`config.mk`:
```
export PLATFORM = sky130hd
export DESIGN_NAME = uart_loopback_buf
export DESIGN_NICKNAME = d
export VERILOG_FILES = /design/src/rtl/uart_pkg.sv /design/src/rtl/sync_fifo.sv /design/src/rtl/uart_loopback_buf.sv
export SDC_FILE = /design/constraint.sdc
export NUM_CORES = 1
export LEC_CHECK = 0
export ABC_CLOCK_PERIOD_IN_PS = 3200
export BUFFER_PORTS_ARGS = -buffer_cell sky130_fd_sc_hd__buf_2
export CORE_UTILIZATION = 23
export DETAILED_ROUTE_END_ITERATION = 16
export GPL_TIMING_DRIVEN = 0
export PLACE_DENSITY_LB_ADDON = 0.25
export SETUP_SLACK_MARGIN = 0.2
export SYNTH_ARGS = -nofsm -noshare
export SYNTH_HDL_FRONTEND = slang
export SYNTH_HIERARCHICAL = 1
export SYNTH_SLANG_ARGS = --single-unit
```
`constraint.sdc`:
```
create_clock -name clk -period 3.2 [get_ports clk]
set_input_delay 0.64 -clock clk [delete_from_list [all_inputs] [get_ports clk]]
set_output_delay 0.64 -clock clk [all_outputs]
set_load 0.05 [all_outputs]
```
`src/rtl/uart_pkg.sv`:
```
// Shared types and constants for the buffered UART echo path.
// Holds the serializer state encoding, frame-length helper and standard bit periods.
package uart_pkg;

    typedef enum logic [1:0] {
        IDLE,
        START,
        DATA,
        STOP
    } tx_state_t;

    // Bit periods for the supported baud settings on the system clock.
    localparam int CLK_PER_BIT_115200 = 2584;
    localparam int CLK_PER_BIT_230400 = 1292;
    localparam int CLK_PER_BIT_460800 = 646;

    function automatic int frame_cycles(input int clk_per_bit,
                                        input int data_bits,
                                        input int stop_bits);
        return (1 + data_bits + stop_bits) * clk_per_bit;
    endfunction

    function automatic int clk_per_bit_for(input int baud);
        case (baud)
            115200:  return CLK_PER_BIT_115200;
            230400:  return CLK_PER_BIT_230400;
            default: return CLK_PER_BIT_460800;
        endcase
    endfunction

endpackage

```
`src/rtl/sync_fifo.sv`:
```
// Single-clock FIFO with first-word fall-through read and occupancy count.
// A push while full is accepted only when a pop frees a slot in the same cycle.
module sync_fifo #(
    parameter int DEPTH = 16,
    parameter int WIDTH = 8
) (
    input  logic                       clk,
    input  logic                       rst,
    input  logic                       push,
    input  logic                       pop,
    input  logic [WIDTH-1:0]           wr_data,
    output logic [WIDTH-1:0]           rd_data,
    output logic                       full,
    output logic                       empty,
    output logic [$clog2(DEPTH+1)-1:0] level
);

    localparam int PTR_W = $clog2(DEPTH);
    localparam int LVL_W = $clog2(DEPTH+1);

    logic [WIDTH-1:0] mem [DEPTH];
    logic [PTR_W-1:0] wr_ptr;
    logic [PTR_W-1:0] rd_ptr;
    logic             do_push;
    logic             do_pop;

    assign empty   = (level == '0);
    assign full    = (level == LVL_W'(DEPTH));
    assign do_pop  = pop && !empty;
    assign do_push = push && (!full || do_pop);
    assign rd_data = mem[rd_ptr];

    // NOTE: the storage array has no reset; pointers and level alone define
    // which entries are valid, which keeps the array mappable to RAM.
    always_ff @(posedge clk) begin
        if (do_push) begin
            mem[wr_ptr] <= wr_data;
        end
    end

    // NOTE: sequential state uses non-blocking assignments so every register
    // samples pre-edge values regardless of statement order.
    always_ff @(posedge clk or posedge rst) begin
        if (rst) begin
            wr_ptr <= '0;
            rd_ptr <= '0;
            level  <= '0;
        end else begin
            if (do_push) begin
                wr_ptr <= wr_ptr + 1'b1;
            end
            if (do_pop) begin
                rd_ptr <= rd_ptr + 1'b1;
            end
            case ({do_push, do_pop})
                2'b10:   level <= level + 1'b1;
                2'b01:   level <= level - 1'b1;
                default: level <= level;
            endcase
        end
    end

endmodule

```
`src/rtl/uart_loopback_buf.sv`:
```
// Buffered UART echo: received bytes are queued and re-serialized back-to-back.
// Line outputs are registered so the TX pin never glitches on state decode.
module uart_loopback_buf
    import uart_pkg::*;
#(
    parameter int CLK_PER_BIT = CLK_PER_BIT_460800,
    parameter int DATA_BITS   = 8,
    parameter int STOP_BITS   = 1,
    parameter int DEPTH       = 16
) (
    input  logic                       clk,
    input  logic                       rst,
    input  logic [DATA_BITS-1:0]       in_data,
    input  logic                       in_valid,
    output logic                       out,
    output logic                       tx_busy,
    output logic [$clog2(DEPTH+1)-1:0] level,
    output logic                       overrun
);

    localparam int CNT_W = $clog2(STOP_BITS*CLK_PER_BIT);
    localparam int IDX_W = $clog2(DATA_BITS+1);

    localparam logic [CNT_W-1:0] BIT_LAST  = CNT_W'(CLK_PER_BIT - 1);
    localparam logic [CNT_W-1:0] STOP_LAST = CNT_W'(STOP_BITS*CLK_PER_BIT - 1);
    localparam logic [IDX_W-1:0] IDX_LAST  = IDX_W'(DATA_BITS - 1);

    tx_state_t            state;
    tx_state_t            state_next;
    logic [CNT_W-1:0]     cnt;
    logic [CNT_W-1:0]     cnt_next;
    logic [IDX_W-1:0]     bit_idx;
    logic [IDX_W-1:0]     idx_next;
    logic [DATA_BITS-1:0] shift;
    logic [DATA_BITS-1:0] shift_next;
    logic [DATA_BITS-1:0] rd_data;
    logic                 pop;
    logic                 full;
    logic                 empty;
    logic                 out_d;
    logic                 busy_d;
    logic                 drop;

    sync_fifo #(
        .DEPTH (DEPTH),
        .WIDTH (DATA_BITS)
    ) u_fifo (
        .clk     (clk),
        .rst     (rst),
        .push    (in_valid),
        .pop     (pop),
        .wr_data (in_data),
        .rd_data (rd_data),
        .full    (full),
        .empty   (empty),
        .level   (level)
    );

    // A full FIFO only takes a new byte when the serializer pops that cycle.
    assign drop = in_valid && full && !pop;

    always_ff @(posedge clk or posedge rst) begin
        if (rst) begin
            overrun <= 1'b0;
        end else if (drop) begin
            overrun <= 1'b1;
        end
    end

    always_ff @(posedge clk or posedge rst) begin
        if (rst) begin
            state   <= IDLE;
            cnt     <= '0;
            bit_idx <= '0;
            shift   <= '0;
            out     <= 1'b1;
            tx_busy <= 1'b0;
        end else begin
            state   <= state_next;
            cnt     <= cnt_next;
            bit_idx <= idx_next;
            shift   <= shift_next;
            out     <= out_d;
            tx_busy <= busy_d;
        end
    end

    // NOTE: every combinational output gets a default before the case so no
    // path leaves it unassigned, which would otherwise infer a latch.
    always_comb begin
        state_next = state;
        cnt_next   = cnt + 1'b1;
        idx_next   = bit_idx;
        shift_next = shift;
        unique case (state)
            IDLE: begin
                cnt_next = '0;
                if (pop) begin
                    shift_next = rd_data;
                    state_next = START;
                end
            end
            START: begin
                if (cnt == BIT_LAST) begin
                    cnt_next   = '0;
                    idx_next   = '0;
                    state_next = DATA;
                end
            end
            DATA: begin
                if (cnt == BIT_LAST) begin
                    cnt_next   = '0;
                    shift_next = shift >> 1;
                    idx_next   = bit_idx + 1'b1;
                    if (bit_idx == IDX_LAST) begin
                        state_next = STOP;
                    end
                end
            end
            STOP: begin
                if (cnt == STOP_LAST) begin
                    cnt_next = '0;
                    if (pop) begin
                        shift_next = rd_data;
                        state_next = START;
                    end else begin
                        state_next = IDLE;
                    end
                end
            end
            default: begin
                cnt_next   = '0;
                state_next = IDLE;
            end
        endcase
    end

    // The next frame is loaded on the last stop cycle so frames stay contiguous.
    always_comb begin
        pop    = 1'b0;
        out_d  = 1'b1;
        busy_d = 1'b1;
        unique case (state)
            IDLE: begin
                busy_d = 1'b0;
                pop    = !empty;
            end
            START:   out_d = 1'b0;
            DATA:    out_d = shift[0];
            STOP:    pop   = !empty && (cnt == STOP_LAST);
            default: busy_d = 1'b0;
        endcase
    end

endmodule

```
# ---- After elaboration in Yosys (flattened, before gate mapping)
# Memories as Yosys holds them, arrays and structs flattened.
# Cells that the tools add are included.
dict set report classes {
  bitwise 0
  shifts 0
  order_cmp 0
  reduce_logical 18
  div_mod_pow 0
  mux 22
  add_sub_neg 6
  n_eq_ne 13
  mul 0
}
# op n
set op_table {}
lappend op_table {{2-to-1 mux 8 bit} 3}
lappend op_table {{case mux 8 bit (3 select lines)} 1}
lappend op_table {{case mux 10 bit (2 select lines)} 1}
lappend op_table {{adder 4 x 1 -> 4 bit, second input constant} 3}
lappend op_table {{adder 10 x 1 -> 10 bit, second input constant} 1}
lappend op_table {{== test 10 bit, second input constant} 1}
lappend op_table {{2-to-1 mux 10 bit} 1}
lappend op_table {{2-to-1 mux 2 bit} 5}
lappend op_table {{inequality test 2 bit, second input constant} 5}
lappend op_table {{case mux 5 bit (2 select lines)} 1}
lappend op_table {{2-to-1 mux 4 bit} 2}
lappend op_table {{case mux 2 bit (4 select lines)} 1}
lappend op_table {{case mux 4 bit (2 select lines)} 1}
lappend op_table {{== test 2 bit, second input constant} 3}
lappend op_table {{AND reduction 3 bit} 2}
lappend op_table {{adder 5 x 1 -> 5 bit, second input constant} 1}
lappend op_table {{== test 5 bit, second input constant} 1}
lappend op_table {{logical AND 1 bit} 5}
lappend op_table {{logical NOT 5 bit} 1}
lappend op_table {{AND reduction 5 bit} 1}
lappend op_table {{subtractor 5 x 1 -> 5 bit, second input constant} 1}
lappend op_table {{== test 2 x 1 -> 1 bit, second input constant} 2}
lappend op_table {{== test 4 x 3 -> 1 bit, second input constant} 1}
lappend op_table {{2-to-1 mux 1 bit} 4}
lappend op_table {{other kinds (7)} 11}
dict set report totals {
  n_memories 1
  output_inout_bits 8
  reg_bits 40
  input_bits 11
  rom_bits 0
  ramBits 128
  latchBits 0
}
# memory words width rd rd_clocked_by_memory_dff write_ports line_no
set mem_list {}
lappend mem_list {u_fifo.mem 16 8 1 0 1 sync_fifo.sv:21} ;# logic [WIDTH-1:0] mem [DEPTH];

# ---- Longest topological paths before layout
# Gate-level depths: netlist of run 1.
dict set report logic_depth {
  word_depth 9
  depth_mapped 15
  depth_no_buf 14
}

# ---- Cells and area by module
# The synthesis of run 1 kept the hierarchy.
# module cells_per_inst seq_area_each_um2 area_each_um2 n_inst
set by_module_without_submodules {}
lappend by_module_without_submodules {sync_fifo 298 4169.0 5750.5 1}
lappend by_module_without_submodules {uart_loopback_buf 142 676.9 1465.2 1}

# ---- Least setup slack after synthesis of run 1
# Ideal clock, no wire load.
dict set report synth_timing {
  kind {register to register}
  startpoint {reg u_fifo.level[1]}
  endpoint {reg u_fifo.level[4]}
  path_slack_ns 0.054
  stages_incl_launch_ff 15
  arrival_time_ns 2.995
  n_path_buf 1
  path_cell_list {dfrtp_1 > nor4_4 > nand2b_1 > inv_2 > nor2_1 > nand2_1 > o21ai_2 > buf_2 > nand2b_1 > nand2b_1 > fa_1 > nand2b_1 > a211o_1 > o211ai_1 > o211ai_1}
}
dict set report synth_via {
  elab_chain_len 9
  elab_cells_between_ends 15
}
# element line_no
set synth_lines {}
lappend synth_lines {{from (decl)} sync_fifo.sv:15} ;# output logic [$clog2(DEPTH+1)-1:0] level
lappend synth_lines {{from (signal assigned)} sync_fifo.sv:56} ;# 2'b10: level <= level + 1'b1;
lappend synth_lines {{from (signal assigned)} sync_fifo.sv:57} ;# 2'b01: level <= level - 1'b1;
lappend synth_lines {{from (signal assigned)} sync_fifo.sv:58} ;# default: level <= level;
lappend synth_lines {{logical NOT 5 bit (*)} sync_fifo.sv:27} ;# assign empty = (level == '0);
lappend synth_lines {{named net empty} uart_loopback_buf.sv:39} ;# logic empty;
lappend synth_lines {{logical NOT 1 bit (*)} {uart_loopback_buf.sv:146, uart_loopback_buf.sv:150}}
lappend synth_lines {{logical AND 1 bit} uart_loopback_buf.sv:150} ;# STOP: pop = !empty && (cnt == STOP_LAST);
lappend synth_lines {{case mux 1 bit (2 select lines) (*)} uart_loopback_buf.sv:143} ;# unique case (state)
lappend synth_lines {{named net pop} uart_loopback_buf.sv:37} ;# logic pop;
lappend synth_lines {{logical AND 1 bit (*)} sync_fifo.sv:29} ;# assign do_pop = pop && !empty;
lappend synth_lines {{logical OR 1 bit} sync_fifo.sv:30} ;# assign do_push = push && (!full || do_pop);
lappend synth_lines {{logical AND 1 bit} sync_fifo.sv:30}
lappend synth_lines {{== test 2 x 1 -> 1 bit / == test 2 bit (equally long branches)} sync_fifo.sv:55} ;# case ({do_push, do_pop})
lappend synth_lines {{case mux 5 bit (2 select lines) / nonzero test 2 bit (equally long branches)} n/a}
# The timed path passes the listed nets; every way through them passes the cells marked *.
# A chain may end at the register's enable or synchronous reset.

# ---- Worst setup path after layout of run 1
dict set report layout_timing {
  startpoint {reg cnt[5]}
  endpoint {reg u_fifo.level[4]}
}
dict set report layout_via {
  elab_chain_len 8
  elab_cells_between_ends 10
}
# element line_no
set layout_lines {}
lappend layout_lines {{from (decl)} uart_loopback_buf.sv:30} ;# logic [CNT_W-1:0] cnt;
lappend layout_lines {{from (signal assigned)} uart_loopback_buf.sv:80} ;# cnt <= cnt_next;
lappend layout_lines {{== test 10 bit (*)} uart_loopback_buf.sv:150}
lappend layout_lines {{logical AND 1 bit (*)} uart_loopback_buf.sv:150}
lappend layout_lines {{case mux 1 bit (2 select lines) (*)} uart_loopback_buf.sv:143}
lappend layout_lines {{named net pop} uart_loopback_buf.sv:37}
lappend layout_lines {{logical AND 1 bit (*)} sync_fifo.sv:29}
lappend layout_lines {{logical OR 1 bit} sync_fifo.sv:30}
lappend layout_lines {{logical AND 1 bit} sync_fifo.sv:30}
lappend layout_lines {{== test 2 x 1 -> 1 bit / == test 2 bit (equally long branches)} sync_fifo.sv:55}
lappend layout_lines {{case mux 5 bit (2 select lines) / nonzero test 2 bit (equally long branches)} n/a}
# Marks and branches as above.

==> results of run 1 <==
## worst max path at each step
stage,from,endpoint,slack [ns],cells after the start
final,cnt[5],u_fifo/level[4],0.34,11
after global routing,u_fifo/level[0],u_fifo/level[3],0.18,15
after CTS,state[1],u_fifo/mem[4][1],0.20,10
after detailed placement,cnt[5],u_fifo/mem[2][4],-0.17,8
after global placement,u_fifo/level[0],u_fifo/level[4],-0.13,15
after floorplan,u_fifo/level[0],u_fifo/level[3],0.21,15
## per-layer routing
layer / global-route usage / vias to the layer above
met4: 0.0319 / 4
li1: - / 1814
met2: 0.165 / 90
met5: 0 / -
met1: 0.146 / 2043
met3: 0.0286 / 26
## what timing repair did
action / in CTS / in global routing
pin swaps: 4 / 4
hold endpoints to repair: 0 / 0
setup buffers: 4 / 8
setup endpoints to repair: 132 / 53
gates resized for setup: 13 / 12
## kinds of logic (layout without fill, tap and decap cells)
family | Yosys count | after routing | synth area share
AND/OR/NAND/NOR | 107 | 107 | 0.0851
flip-flops | 168 | 168 | 0.672
multiplexers | 36 | 36 | 0.106
adder cells (fa/ha/maj) | 18 | 18 | 0.0323
XOR/XNOR | 17 | 17 | 0.0206
buffers and inverters | 33 | 95 | 0.0194
AO/OA/AOI/OAI | 61 | 61 | 0.0652
## sequential cells by signal (all words and copies together) (netlist names)
signal / flops
out: 1
state: 2
u_fifo/wr_ptr: 4
overrun: 1
u_fifo/mem: 128
u_fifo/rd_ptr: 4
cnt: 10
shift: 8
tx_busy: 1
bit_idx: 4
u_fifo/level: 5
## critical path, cell delays in order, from the launching register on
cell	delay, ns
dfrtp_2	0.44
nor4b_4	0.35
nand4_4	0.17
o21ai_4	0.22
buf_12	0.15
nand2b_2	0.10
nand2b_1	0.19
fa_1	0.41
nand2b_1	0.19
a211o_1	0.28
o31a_1	0.10
o211ai_1	0.16
## layout by cell type, fill, tap and decap left out, drive strengths merged, types with 3 or more instances in the layout
cell type	count
o21bai	3
edfxtp	128
and2	15
o2bb2ai	7
nor2	19
dfrtp	39
a21oi	3
clkinv	8
buf	38
nand2b	6
nor2b	9
nand3	11
a32o	3
o21ai	8
nand2	23
o211ai	3
inv	22
ha	17
xnor2	13
a22oi	22
and3	7
clkbuf	26
xor2	4
mux4	32
## cells in the mapped netlist, types with 2 or more instances
master	instances
inv_2	2
inv_1	14
nand2b_1	6
a21o_1	2
buf_2	4
and4_1	2
nor3_1	2
nand2_1	23
buf_4	3
nor2b_1	9
dfrtp_1	39
a22o_1	2
o211ai_1	3
nand3b_1	2
mux2i_1	2
ha_1	17
mux2_1	2
xnor2_1	13
o21bai_1	2
clkbuf_1	9
a32o_1	3
xor2_1	4
o2bb2ai_1	7
and2_1	15
nand3_1	11
edfxtp_1	128
a22oi_1	22
a21oi_1	3
o21ai_1	2
nor2_1	19
o21ai_0	5
or4b_1	2
and3_1	7
mux4_2	32
## metrics by stage
stage	utilization	std cells	setup slack, ns	hold WS (ns)	setup TNS, ns
2_1_floorplan	-	440	0.209	0.448	0
3_3_place_gp	0.254	854	-0.125	0.462	-4.25
3_5_place_dp	0.254	854	-0.175	0.466	-9.48
4_1_cts	0.276	890	0.200	0.272	0
5_1_grt	0.279	898	0.180	0.326	0
6_report	0.279	898	0.338	0.269	0
## report_power, final
group	switching [W]	leakage [nW]	total (W)	internal (W)
clock	0.000985	0.288	0.00204	0.00105
combinational	0.000507	1.08	0.000800	0.000293
sequential	0.000135	1.64	0.00271	0.00257
## cell type report
cell class | count | share of cell area
Sequential cell | 168 | 0.565
Multi-Input combinational cell | 239 | 0.268
Tap cell | 396 | 0.0577
Clock buffer | 17 | 0.0495
Timing Repair Buffer | 30 | 0.0210
Clock inverter | 15 | 0.0201
Buffer | 17 | 0.0111
Inverter | 16 | 0.00700
==> insert_results.sql, run 1 <==
INSERT INTO impl_metrics (metric_group, metric, value, unit) VALUES
('detailed_routing', 'met2_length', '7360', 'um'),
('die', 'die_area', '32100', 'sq um'),
('worst_setup_path', 'endpoint_kind', 'flip-flop', ''),
('worst_hold_path', 'type_of_the_tightest_min_delay_check', 'in2async', ''),
('sta', 'post-route-min-period', '2.86', 'ns'),
('clocking', 'tritoncts.num_buffers', '17', ''),
('die', 'num_rows', '64', ''),
('sta', 'timing.max_slew.rel_slack', '0.302', ''),
('clocking', 'skew_pair_late_insertion_delay', '0.43', 'ns'),
('worst_setup_path', 'timing.critical_path.arrival', '3.19', 'ns'),
('logic_synthesis', 'syn_area', '7220', 'sq um'),
('outcome', 'failed_checks', 'DRC', ''),
('worst_setup_path', 'crit-reg2reg-capture', 'u_fifo/level[4]', ''),
('detailed_routing', 'drt-vias-per-instance', '4.43', ''),
('worst_setup_path', 'reg2regPathDepth', '11', ''),
('die', 'die_w', '179', 'um'),
('global_route', 'gr-usage-all-layers', '0.107', ''),
('logic_synthesis', 'post_synth_inst_count', '440', ''),
('detailed_routing', 'num_vias', '3977', ''),
('logic_synthesis', 'ys_seq_area_frac', '0.672', ''),
('detailed_routing', 'initial_drc_count', '302', ''),
('power', 'worst_ir_drop_vdd', '0.000449', 'V'),
('finish', 'design.final.nets', '518', ''),
('global_route', 'grt_antenna_before_repair', '2', ''),
('outcome', 'run_status', 'finished with violations', ''),
('die', 'die_h', '179', 'um'),
('power', 'leak', '3.00', 'nW'),
('worst_setup_path', 'timing.critical_path.from_type', 'flip-flop', ''),
('clocking', 'cts_root_buffer', 'clkbuf_16', ''),
('placement', 'dp.final_hpwl', '10200', 'um'),
('worst_setup_path', 'worst-setup-path-type', 'reg2reg', ''),
('placement', 'placement.io_buffers', '18', ''),
('sta', 'drv_slew', '0', ''),
('logic_synthesis', 'synth_nets', '469', ''),
('clocking', 'clk_pin_slew_worst_paths', '0.08', 'ns'),
('logic_synthesis', 'yosys.area.top_type', 'edfxtp_1', ''),
('worst_setup_path', 'critical_path_peak_fanout', '9', ''),
('clocking', 'hold_buffers', '0', ''),
('finish', 'areaGrowthSynthToFinish', '19.0', '%'),
('logic_synthesis', 'synthDominantCellAreaShare', '0.533', ''),
('placement', 'globalplace.congestion', '0.773', ''),
('sta', 'timing.fmax', '349', 'MHz'),
('worst_setup_path', 'critPathRequiredTime', '3.53', 'ns'),
('clocking', 'cts_num_sinks', '168', ''),
('detailed_routing', 'drt-pass1-iter-count', '10', ''),
('global_route', 'pin_count_of_the_biggest_net_entering_global_routing', '28', ''),
('logic_synthesis', 'synth-edff-count', '128', ''),
('die', 'ios', '19', ''),
('detailed_routing', 'wire_per_inst', '17.5', 'um'),
('finish', 'drive_above_1_share', '0.265', ''),
('logic_synthesis', 'postSynthAreaPerCell', '16.4', 'sq um'),
('sta', 'rsz0062_at_grt', 'true', ''),
('finish', 'multiInputGateArea', '2300', 'sq um'),
('detailed_routing', 'wl', '15800', 'um'),
('detailed_routing', 'routed-wl-met3', '816', 'um'),
('clocking', 'clockBufferDepth', '2', ''),
('flow_run', 'maxCapViolations', '0', ''),
('logic_synthesis', 'ys_warn_count', '6', ''),
('detailed_routing', 'maxUsedRoutingLayer', 'met5', ''),
('sta', 'final_hold_viol_count', '0', ''),
('sta', 'tightest_slew', '1.05', 'ns'),
('sta', 'fin_skew', '0.0152', 'ns'),
('finish', 'area.sequential', '4850', 'sq um'),
('logic_synthesis', 'ys_ff_latch', '168', ''),
('worst_setup_path', 'worst_r2r_start', 'cnt[5]', ''),
('global_route', 'vias_in_the_first_global_route', '4204', ''),
('die', 'core_area', '30700', 'sq um'),
('sta', 'finalCritPeriodShare', '0.894', ''),
('detailed_routing', 'route.detailed.drc', '7', ''),
('detailed_routing', 'detail_route.wirelength.met1', '7330', 'um'),
('finish', 'n_antenna_cell', '0', '');
Note: power is estimated with default switching activity, not from simulation.
==> run 2, diff against run 1 <==
--- a/config.mk
+++ b/config.mk
@@ -5,7 +5,7 @@
 export SDC_FILE = /design/constraint.sdc
 export NUM_CORES = 1
 export LEC_CHECK = 0
-export ABC_CLOCK_PERIOD_IN_PS = 3200
+export ABC_CLOCK_PERIOD_IN_PS = 2590
 export BUFFER_PORTS_ARGS = -buffer_cell sky130_fd_sc_hd__buf_2
 export CORE_UTILIZATION = 23
 export DETAILED_ROUTE_END_ITERATION = 16
==> constraint.sdc (replaced) <==
create_clock -name clk -period 2.59 [get_ports clk]
set_input_delay 0.518 -clock clk [delete_from_list [all_inputs] [get_ports clk]]
set_output_delay 0.518 -clock clk [all_outputs]
set_load 0.05 [all_outputs]
==> insert_results.sql, run 2 (synthesized netlist as in run 1, its figures left out) <==
INSERT INTO impl_metrics (metric_group, metric, value, unit) VALUES
('outcome', 'run_status', 'finished clean', ''),
('clocking', 'clockBufferDepth', '2', ''),
('finish', 'n_antenna_cell', '0', ''),
('sta', 'holdWs', '0.146', 'ns'),
('worst_setup_path', 'timing.critical_path.arrival', '2.90', 'ns'),
('placement', 'dp.final_hpwl', '10300', 'um'),
('finish', 'reg.largest.list', 'u_fifo/mem x128, cnt x10, shift x8', ''),
('worst_setup_path', 'worst-setup-path-type', 'reg2reg', ''),
('sta', 'setup_violations_final', '0', ''),
('sta', 'rsz0062_at_grt', 'true', ''),
('worst_setup_path', 'timing.critical_path.from_type', 'flip-flop', ''),
('sta', 'drv_slew', '0', ''),
('finish', 'final_cell_mix', '128 x edfxtp_1, 33 x dfrtp_1, 32 x mux4_2', ''),
('finish', 'max_flop_register', 'u_fifo/mem', ''),
('detailed_routing', 'wl', '16000', 'um'),
('sta', 'finalCritPeriodShare', '0.989', ''),
('die', 'die_area', '32100', 'sq um'),
('placement', 'globalplace.congestion', '0.730', ''),
('detailed_routing', 'drt-pass1-iter-count', '4', ''),
('power', 'worst_ir_drop_vdd', '0.000474', 'V'),
('global_route', 'pin_count_of_the_biggest_net_entering_global_routing', '28', ''),
('power', 'leak', '3.15', 'nW'),
('placement', 'dpl_cell_area', '7890', 'sq um'),
('clocking', 'clk_pin_slew_worst_paths', '0.07', 'ns'),
('worst_setup_path', 'endpoint_kind', 'flip-flop', ''),
('clocking', 'clock_tree_from_tritoncts', 'built', ''),
('die', 'die_w', '179', 'um'),
('clocking', 'cts_root_buffer', 'clkbuf_16', ''),
('die', 'num_rows', '64', ''),
('worst_setup_path', 'startpoint', 'state[1]', ''),
('sta', 'timing.max_slew.rel_slack', '0.315', ''),
('global_route', 'first_pass_grt_wire_length', '25100', 'um'),
('sta', 'final_hold_viol_count', '0', ''),
('global_route', 'vias_in_the_first_global_route', '4356', ''),
('worst_setup_path', 'critical_path_peak_fanout', '5', ''),
('clocking', 'tritoncts.num_buffers', '17', ''),
('global_route', 'gr-usage-all-layers', '0.107', ''),
('worst_hold_path', 'type_of_the_tightest_min_delay_check', 'in2async', ''),
('finish', 'areaGrowthSynthToFinish', '22.6', '%'),
('finish', 'mostFrequentLayoutCell', 'edfxtp_1', ''),
('worst_setup_path', 'worst_r2r_start', 'state[1]', ''),
('sta', 'post-route-min-period', '2.56', 'ns'),
('global_route', 'grt_antenna_before_repair', '0', ''),
('detailed_routing', 'initial_drc_count', '187', ''),
('global_route', 'global_route.overflow_total', '0', ''),
('finish', 'layout.cell_area.non_filler', '8850', 'sq um'),
('clocking', 'skew_pair_late_insertion_delay', '0.43', 'ns'),
('flow_run', 'maxCapViolations', '0', ''),
('worst_setup_path', 'reg2regPathDepth', '13', ''),
('worst_setup_path', 'critPathRequiredTime', '2.93', 'ns'),
('finish', 'largest_register_ffs', '128', ''),
('detailed_routing', 'wire_per_inst', '17.6', 'um'),
('sta', 'timing.fmax', '391', 'MHz'),
('detailed_routing', 'antenna_violating_nets_post_route', '0', ''),
('clocking', 'h-tree-depth', '4', ''),
('power', 'power.density_cell_area', '790', 'nW/um^2'),
('die', 'die_h', '179', 'um'),
('die', 'ios', '19', ''),
('detailed_routing', 'drt-vias-per-instance', '4.41', ''),
('detailed_routing', 'route.detailed.drc', '0', ''),
('detailed_routing', 'num_vias', '4014', ''),
('finish', 'drive_above_1_share', '0.337', ''),
('sta', 'tightest_slew', '1.03', 'ns'),
('finish', 'design.final.nets', '530', ''),
('die', 'core_area', '30700', 'sq um'),
('die', 'initial_utilization', '0.235', ''),
('sta', 'fin_skew', '0.0132', 'ns'),
('clocking', 'cts_num_sinks', '168', ''),
('placement', 'placement.io_buffers', '18', '');
run 2: cell count changes in the layout (fill, tap and decap cells not counted), sizes merged:
cell	change
buf	+13
clkbuf	-1
clkinv	-2
inv	+2
run 2: stage by stage:
| stage | TNS [ns] | worst slack [ns] | cells | total power (W) | util |
|---|---|---|---|---|---|
| after CTS | -0.00873 | -0.00873 | 903 | 0.00700 | 0.284 |
| after global routing | -0.478 | -0.107 | 910 | 0.00727 | 0.288 |
| after floorplan | -0.670 | -0.261 | 440 | 0.00405 | - |
| after detailed placement | -22.39 | -0.538 | 854 | 0.00436 | 0.256 |
| after global placement | -20.41 | -0.496 | 854 | 0.00433 | 0.256 |
| final | 0 | 0.0294 | 910 | 0.00699 | 0.288 |
run 2: area by class of cell:
class,count,area [sq um]
plain buffers,17,133
repair buffers,42,282
clock inverters,15,154
inverters,16,65.1
multi-input cells,239,2440
fillers,3130,21900
well taps,396,495
flip-flops and latches,168,4850
clock buffers,17,425
run 2: what timing repair did:
action | CTS | global route
gates cloned | 0 | 0
resized for setup | 41 | 19
hold buffers | 0 | 0
pin swaps | 11 | 2
setup endpoints to repair | 143 | 139
buffers inserted | 17 | 7
run 2: worst max-delay path: stages (launching register included):
cell and delay [ns]:
dfrtp_1 0.40, inv_2 0.11, ha_4 0.21, nor2_2 0.13, nand2_2 0.08, o21ai_4 0.19, buf_12 0.13, nand2b_4 0.05
nand2b_4 0.15, fa_2 0.35, nand2b_4 0.15, a211o_1 0.26, o31a_1 0.11, o211ai_1 0.15
run 2: power by group:
part / internal (W) / switching (W) / leakage (nW)
Combinational: 0.000497 / 0.000698 / 1.23
Sequential: 0.00318 / 0.000154 / 1.64
Clock: 0.00129 / 0.00117 / 0.284
Total: 0.00496 / 0.00203 / 3.15
run 2: worst paths after layout:
kind	to	slack, ns
setup / recovery	u_fifo/level[4]	0.03
hold / removal	u_fifo/level[0]	0.15
setup reg to reg	u_fifo/level[4]	0.03
hold reg to reg	overrun	0.49
max in group asynchronous	cnt[3]	1.55
min in group clk	overrun	0.42
run 2: metal layers:
| layer | part of all wire | track usage | vias to the layer above |
|---|---|---|---|
| li1 | - | - | 1836 |
| met1 | 0.45 | 0.137 | 2096 |
| met2 | 0.50 | 0.180 | 68 |
| met3 | 0.035 | 0.0206 | 14 |
| met4 | 0.013 | 0.0375 | 0 |
| met5 | 0 | 0 | - |
==> run 3, diff against run 2 <==
--- a/config.mk
+++ b/config.mk
@@ -11,8 +11,9 @@
 export DETAILED_ROUTE_END_ITERATION = 16
 export GPL_TIMING_DRIVEN = 0
 export PLACE_DENSITY_LB_ADDON = 0.25
+export REMOVE_ABC_BUFFERS = 1
 export SETUP_SLACK_MARGIN = 0.2
+export SLEW_MARGIN = 15
 export SYNTH_ARGS = -nofsm -noshare
 export SYNTH_HDL_FRONTEND = slang
-export SYNTH_HIERARCHICAL = 1
 export SYNTH_SLANG_ARGS = --single-unit
==> insert_results.sql, run 3 <==
INSERT INTO impl_metrics (metric_group, metric, value, unit) VALUES
('outcome', 'run_status', 'finished with violations', ''),
('outcome', 'failed_checks', 'setup timing', ''),
('logic_synthesis', 'yosys.area.top_type', 'edfxtp_1', ''),
('detailed_routing', 'antenna_violating_nets_post_route', '0', ''),
('logic_synthesis', 'synthDominantCellAreaShare', '0.536', ''),
('sta', 'final_hold_viol_count', '0', ''),
('placement', 'dp.final_hpwl', '10000', 'um'),
('sta', 'timing.fmax', '372', 'MHz'),
('detailed_routing', 'drt-vias-per-instance', '4.28', ''),
('detailed_routing', 'wire_per_inst', '17.1', 'um'),
('finish', 'layout.cell_area.non_filler', '8830', 'sq um'),
('sta', 'fin_tns_setup', '-0.101', 'ns'),
('power', 'worst_ir_drop_vdd', '0.000379', 'V'),
('detailed_routing', 'initial_drc_count', '177', ''),
('sta', 'timing.final.ws_setup', '-0.101', 'ns'),
('worst_setup_path', 'largest_stage_delay_on_the_critical_path', '0.39', 'ns'),
('logic_synthesis', 'post_synth_inst_count', '431', ''),
('global_route', 'pin_count_of_the_biggest_net_entering_global_routing', '35', ''),
('detailed_routing', 'num_vias', '3824', ''),
('finish', 'max_flop_register', 'u_fifo.mem', ''),
('clocking', 'clock_tree_from_tritoncts', 'built', ''),
('power', 'total_power', '0.00980', 'W'),
('worst_setup_path', 'critical_path_peak_fanout', '4', ''),
('detailed_routing', 'wl', '15300', 'um'),
('logic_synthesis', 'ys_ff_latch', '168', ''),
('placement', 'globalplace.congestion', '0.701', ''),
('global_route', 'first_pass_grt_wire_length', '23900', 'um'),
('worst_setup_path', 'worstPathCellList', 'inv_1 -> ha_1 -> and3b_2 -> a41oi_4 -> o211ai_1 -> nand2_2 -> ha_4 -> xor2_1 -> ha_2 -> o21a_1 -> o21ai_1 -> nand3b_1 -> a21oi_2 -> xor2_1', ''),
('global_route', 'vias_in_the_first_global_route', '4108', ''),
('worst_setup_path', 'reg2regPathDepth', '14', ''),
('clocking', 'cts_num_sinks', '168', ''),
('worst_setup_path', 'critical_path_most_common_cell', 'xor2_1', ''),
('logic_synthesis', 'ys_warn_count', '0', ''),
('sta', 'drv_slew', '0', ''),
('clocking', 'h-tree-depth', '4', ''),
('placement', 'placement.io_buffers', '18', ''),
('logic_synthesis', 'synth_common_cells', '128 x edfxtp_1, 39 x dfrtp_1, 32 x mux4_2, 24 x nor2_1, 18 x ha_1', ''),
('worst_setup_path', 'timing.critical_path.slowest_stage_cell', 'dfrtp_1', ''),
('worst_setup_path', 'critPathRequiredTime', '2.95', 'ns'),
('clocking', 'skew_pair_late_insertion_delay', '0.43', 'ns'),
('die', 'core_area', '30600', 'sq um'),
('sta', 'rsz0062_at_grt', 'true', ''),
('global_route', 'global_route.overflow_total', '0', ''),
('detailed_routing', 'route.detailed.drc', '0', ''),
('power', 'leak', '3.03', 'nW'),
('finish', 'areaGrowthSynthToFinish', '23.2', '%'),
('die', 'die_h', '179', 'um'),
('finish', 'largest_register_ffs', '128', ''),
('worst_setup_path', 'rrSetupSlack', '-0.10', 'ns'),
('placement', 'dpl_cell_area', '7840', 'sq um'),
('worst_hold_path', 'hold_start', 'in_valid', ''),
('die', 'die_area', '31900', 'sq um'),
('logic_synthesis', 'ys.flop_type', 'edfxtp_1', ''),
('finish', 'nFillCells', '3078', ''),
('finish', 'drive_above_1_share', '0.352', ''),
('finish', 'reg.largest.list', 'u_fifo.mem x128, cnt x10, shift x8', ''),
('worst_hold_path', 'min_delay_path_depth', '2', ''),
('logic_synthesis', 'synthTopCellsByArea', 'edfxtp_1 54%, dfrtp_1 14%, mux4_2 10%', ''),
('logic_synthesis', 'postSynthAreaPerCell', '16.6', 'sq um'),
('global_route', 'grt_antenna_before_repair', '0', ''),
('worst_setup_path', 'endpoint_kind', 'flip-flop', ''),
('clocking', 'clockBufferDepth', '2', ''),
('sta', 'post-route-min-period', '2.69', 'ns'),
('finish', 'mostFrequentLayoutCell', 'edfxtp_1', ''),
('flow_run', 'maxCapViolations', '0', ''),
('worst_hold_path', 'hold_path_end', 'overrun', ''),
('die', 'die_w', '179', 'um'),
('detailed_routing', 'drt-pass1-iter-count', '4', ''),
('worst_setup_path', 'crit-reg2reg-capture', 'u_fifo.level[4]', ''),
('logic_synthesis', 'synth.most_common_cell', 'edfxtp_1', ''),
('logic_synthesis', 'synthDistinctLibCells', '57', ''),
('sta', 'fin_skew', '0.0147', 'ns'),
('clocking', 'cts_root_buffer', 'clkbuf_16', ''),
('die', 'initial_utilization', '0.234', ''),
('worst_setup_path', 'timing.critical_path.arrival', '3.05', 'ns'),
('worst_hold_path', 'type_of_the_tightest_min_delay_check', 'in2reg', ''),
('global_route', 'gr-usage-all-layers', '0.103', ''),
('die', 'ios', '19', ''),
('sta', 'setup_violations_final', '1', ''),
('logic_synthesis', 'ys_seq_area_frac', '0.676', ''),
('finish', 'final_cell_mix', '128 x edfxtp_1, 35 x dfrtp_1, 32 x mux4_2', ''),
('sta', 'finalCritPeriodShare', '1.04', ''),
('finish', 'design.final.nets', '513', ''),
('logic_synthesis', 'synth-edff-count', '128', ''),
('logic_synthesis', 'synthArstFlopShare', '0.238', ''),
('worst_setup_path', 'timing.critical_path.from_type', 'flip-flop', ''),
('clocking', 'clk_pin_slew_worst_paths', '0.07', 'ns'),
('sta', 'timing.max_slew.rel_slack', '0.621', ''),
('worst_setup_path', 'worst-setup-path-type', 'reg2reg', ''),
('power', 'power.density_cell_area', '1110', 'nW/um^2'),
('clocking', 'tritoncts.num_buffers', '17', ''),
('logic_synthesis', 'syn_area', '7170', 'sq um'),
('worst_setup_path', 'worst_r2r_start', 'cnt[1]', ''),
('sta', 'tightest_slew', '0.568', 'ns'),
('die', 'num_rows', '64', '');
run 3: cell types whose count changed after synthesis, moves of 7 or more:
cell	delta
nor2b_1	-7
a22oi_1	-21
o2bb2ai_1	-7
a211oi_1	+9
a21oi_2	+7
and2_1	-13
mux2i_1	+8
run 3: layout make-up:
cell class                      count  area, sq um  share of cell area
Clock buffer                       17          425              0.0482
Multi-Input combinational cell    234         2420               0.274
Antenna cell                        1         2.50            0.000283
Clock inverter                     15          160              0.0181
Timing Repair Buffer               54          440              0.0499
Sequential cell                   168         4850               0.550
Inverter                            9         33.8             0.00383
Tap cell                          396          495              0.0561
run 3: worst max path at each step:
stage / start / end / depth (start not counted)
after detailed placement: cnt[1] / u_fifo.level[4] / 14
after global routing: cnt[1] / u_fifo.level[4] / 14
after global placement: cnt[1] / u_fifo.mem[3][4] / 6
after floorplan: u_fifo.level[1] / u_fifo.level[4] / 11
final: cnt[1] / u_fifo.level[4] / 14
after CTS: cnt[6] / u_fifo.level[4] / 12
run 3: power by group:
part	switching, W	leakage [nW]	internal (W)
sequential	0.000492	1.64	0.00336
clock	0.00114	0.274	0.00136
combinational	0.00187	1.11	0.00157
total	0.00350	3.03	0.00630
run 3: timing repair:
action	CTS	global route
gates resized for setup	40	10
hold buffers	1	0
setup buffers	11	12
endpoints found under the hold margin	6	0
endpoints found under the setup margin	138	81
cloned	0	0
pin swaps	11	12
run 3: logic make-up after synthesis:
logic type | count (synthesis) | synth area share
flip-flops | 168 | 0.676
multiplexers | 46 | 0.121
AND/OR/NAND/NOR | 92 | 0.0676
AO/OA/AOI/OAI | 57 | 0.0576
adder cells (fa/ha/maj) | 18 | 0.0314
buffers and inverters | 29 | 0.0204
XOR/XNOR | 21 | 0.0257
run 3: per-layer routing:
metal	track usage	vias to the layer above	part of all wire
met1	0.128	1990	0.45
met2	0.176	33	0.51
met3	0.0196	15	0.020
li1	-	1786	-
met5	0	-	0
met4	0.0413	0	0.015
run 3: critical path, delay by kind of cell (launching register included):
kind | cells | cell delay [ns]
adders and majority gates | 3 | 0.50
buffers and inverters | 1 | 0.06
xor gates and xnor gates | 2 | 0.28
DFF | 1 | 0.39
AOI/OAI and AO/OA | 5 | 0.91
and+or+nand+nor | 3 | 0.47
run 3: metrics by stage:
stage	util	hold WS [ns]	instances	setup WS, ns
4_1_cts	0.283	0.424	881	-0.0405
3_5_place_dp	0.256	0.448	837	-0.679
3_3_place_gp	0.250	0.437	825	-0.767
6_report	0.289	0.442	894	-0.101
5_1_grt	0.289	0.445	893	-0.274
2_1_floorplan	-	0.474	411	-0.474
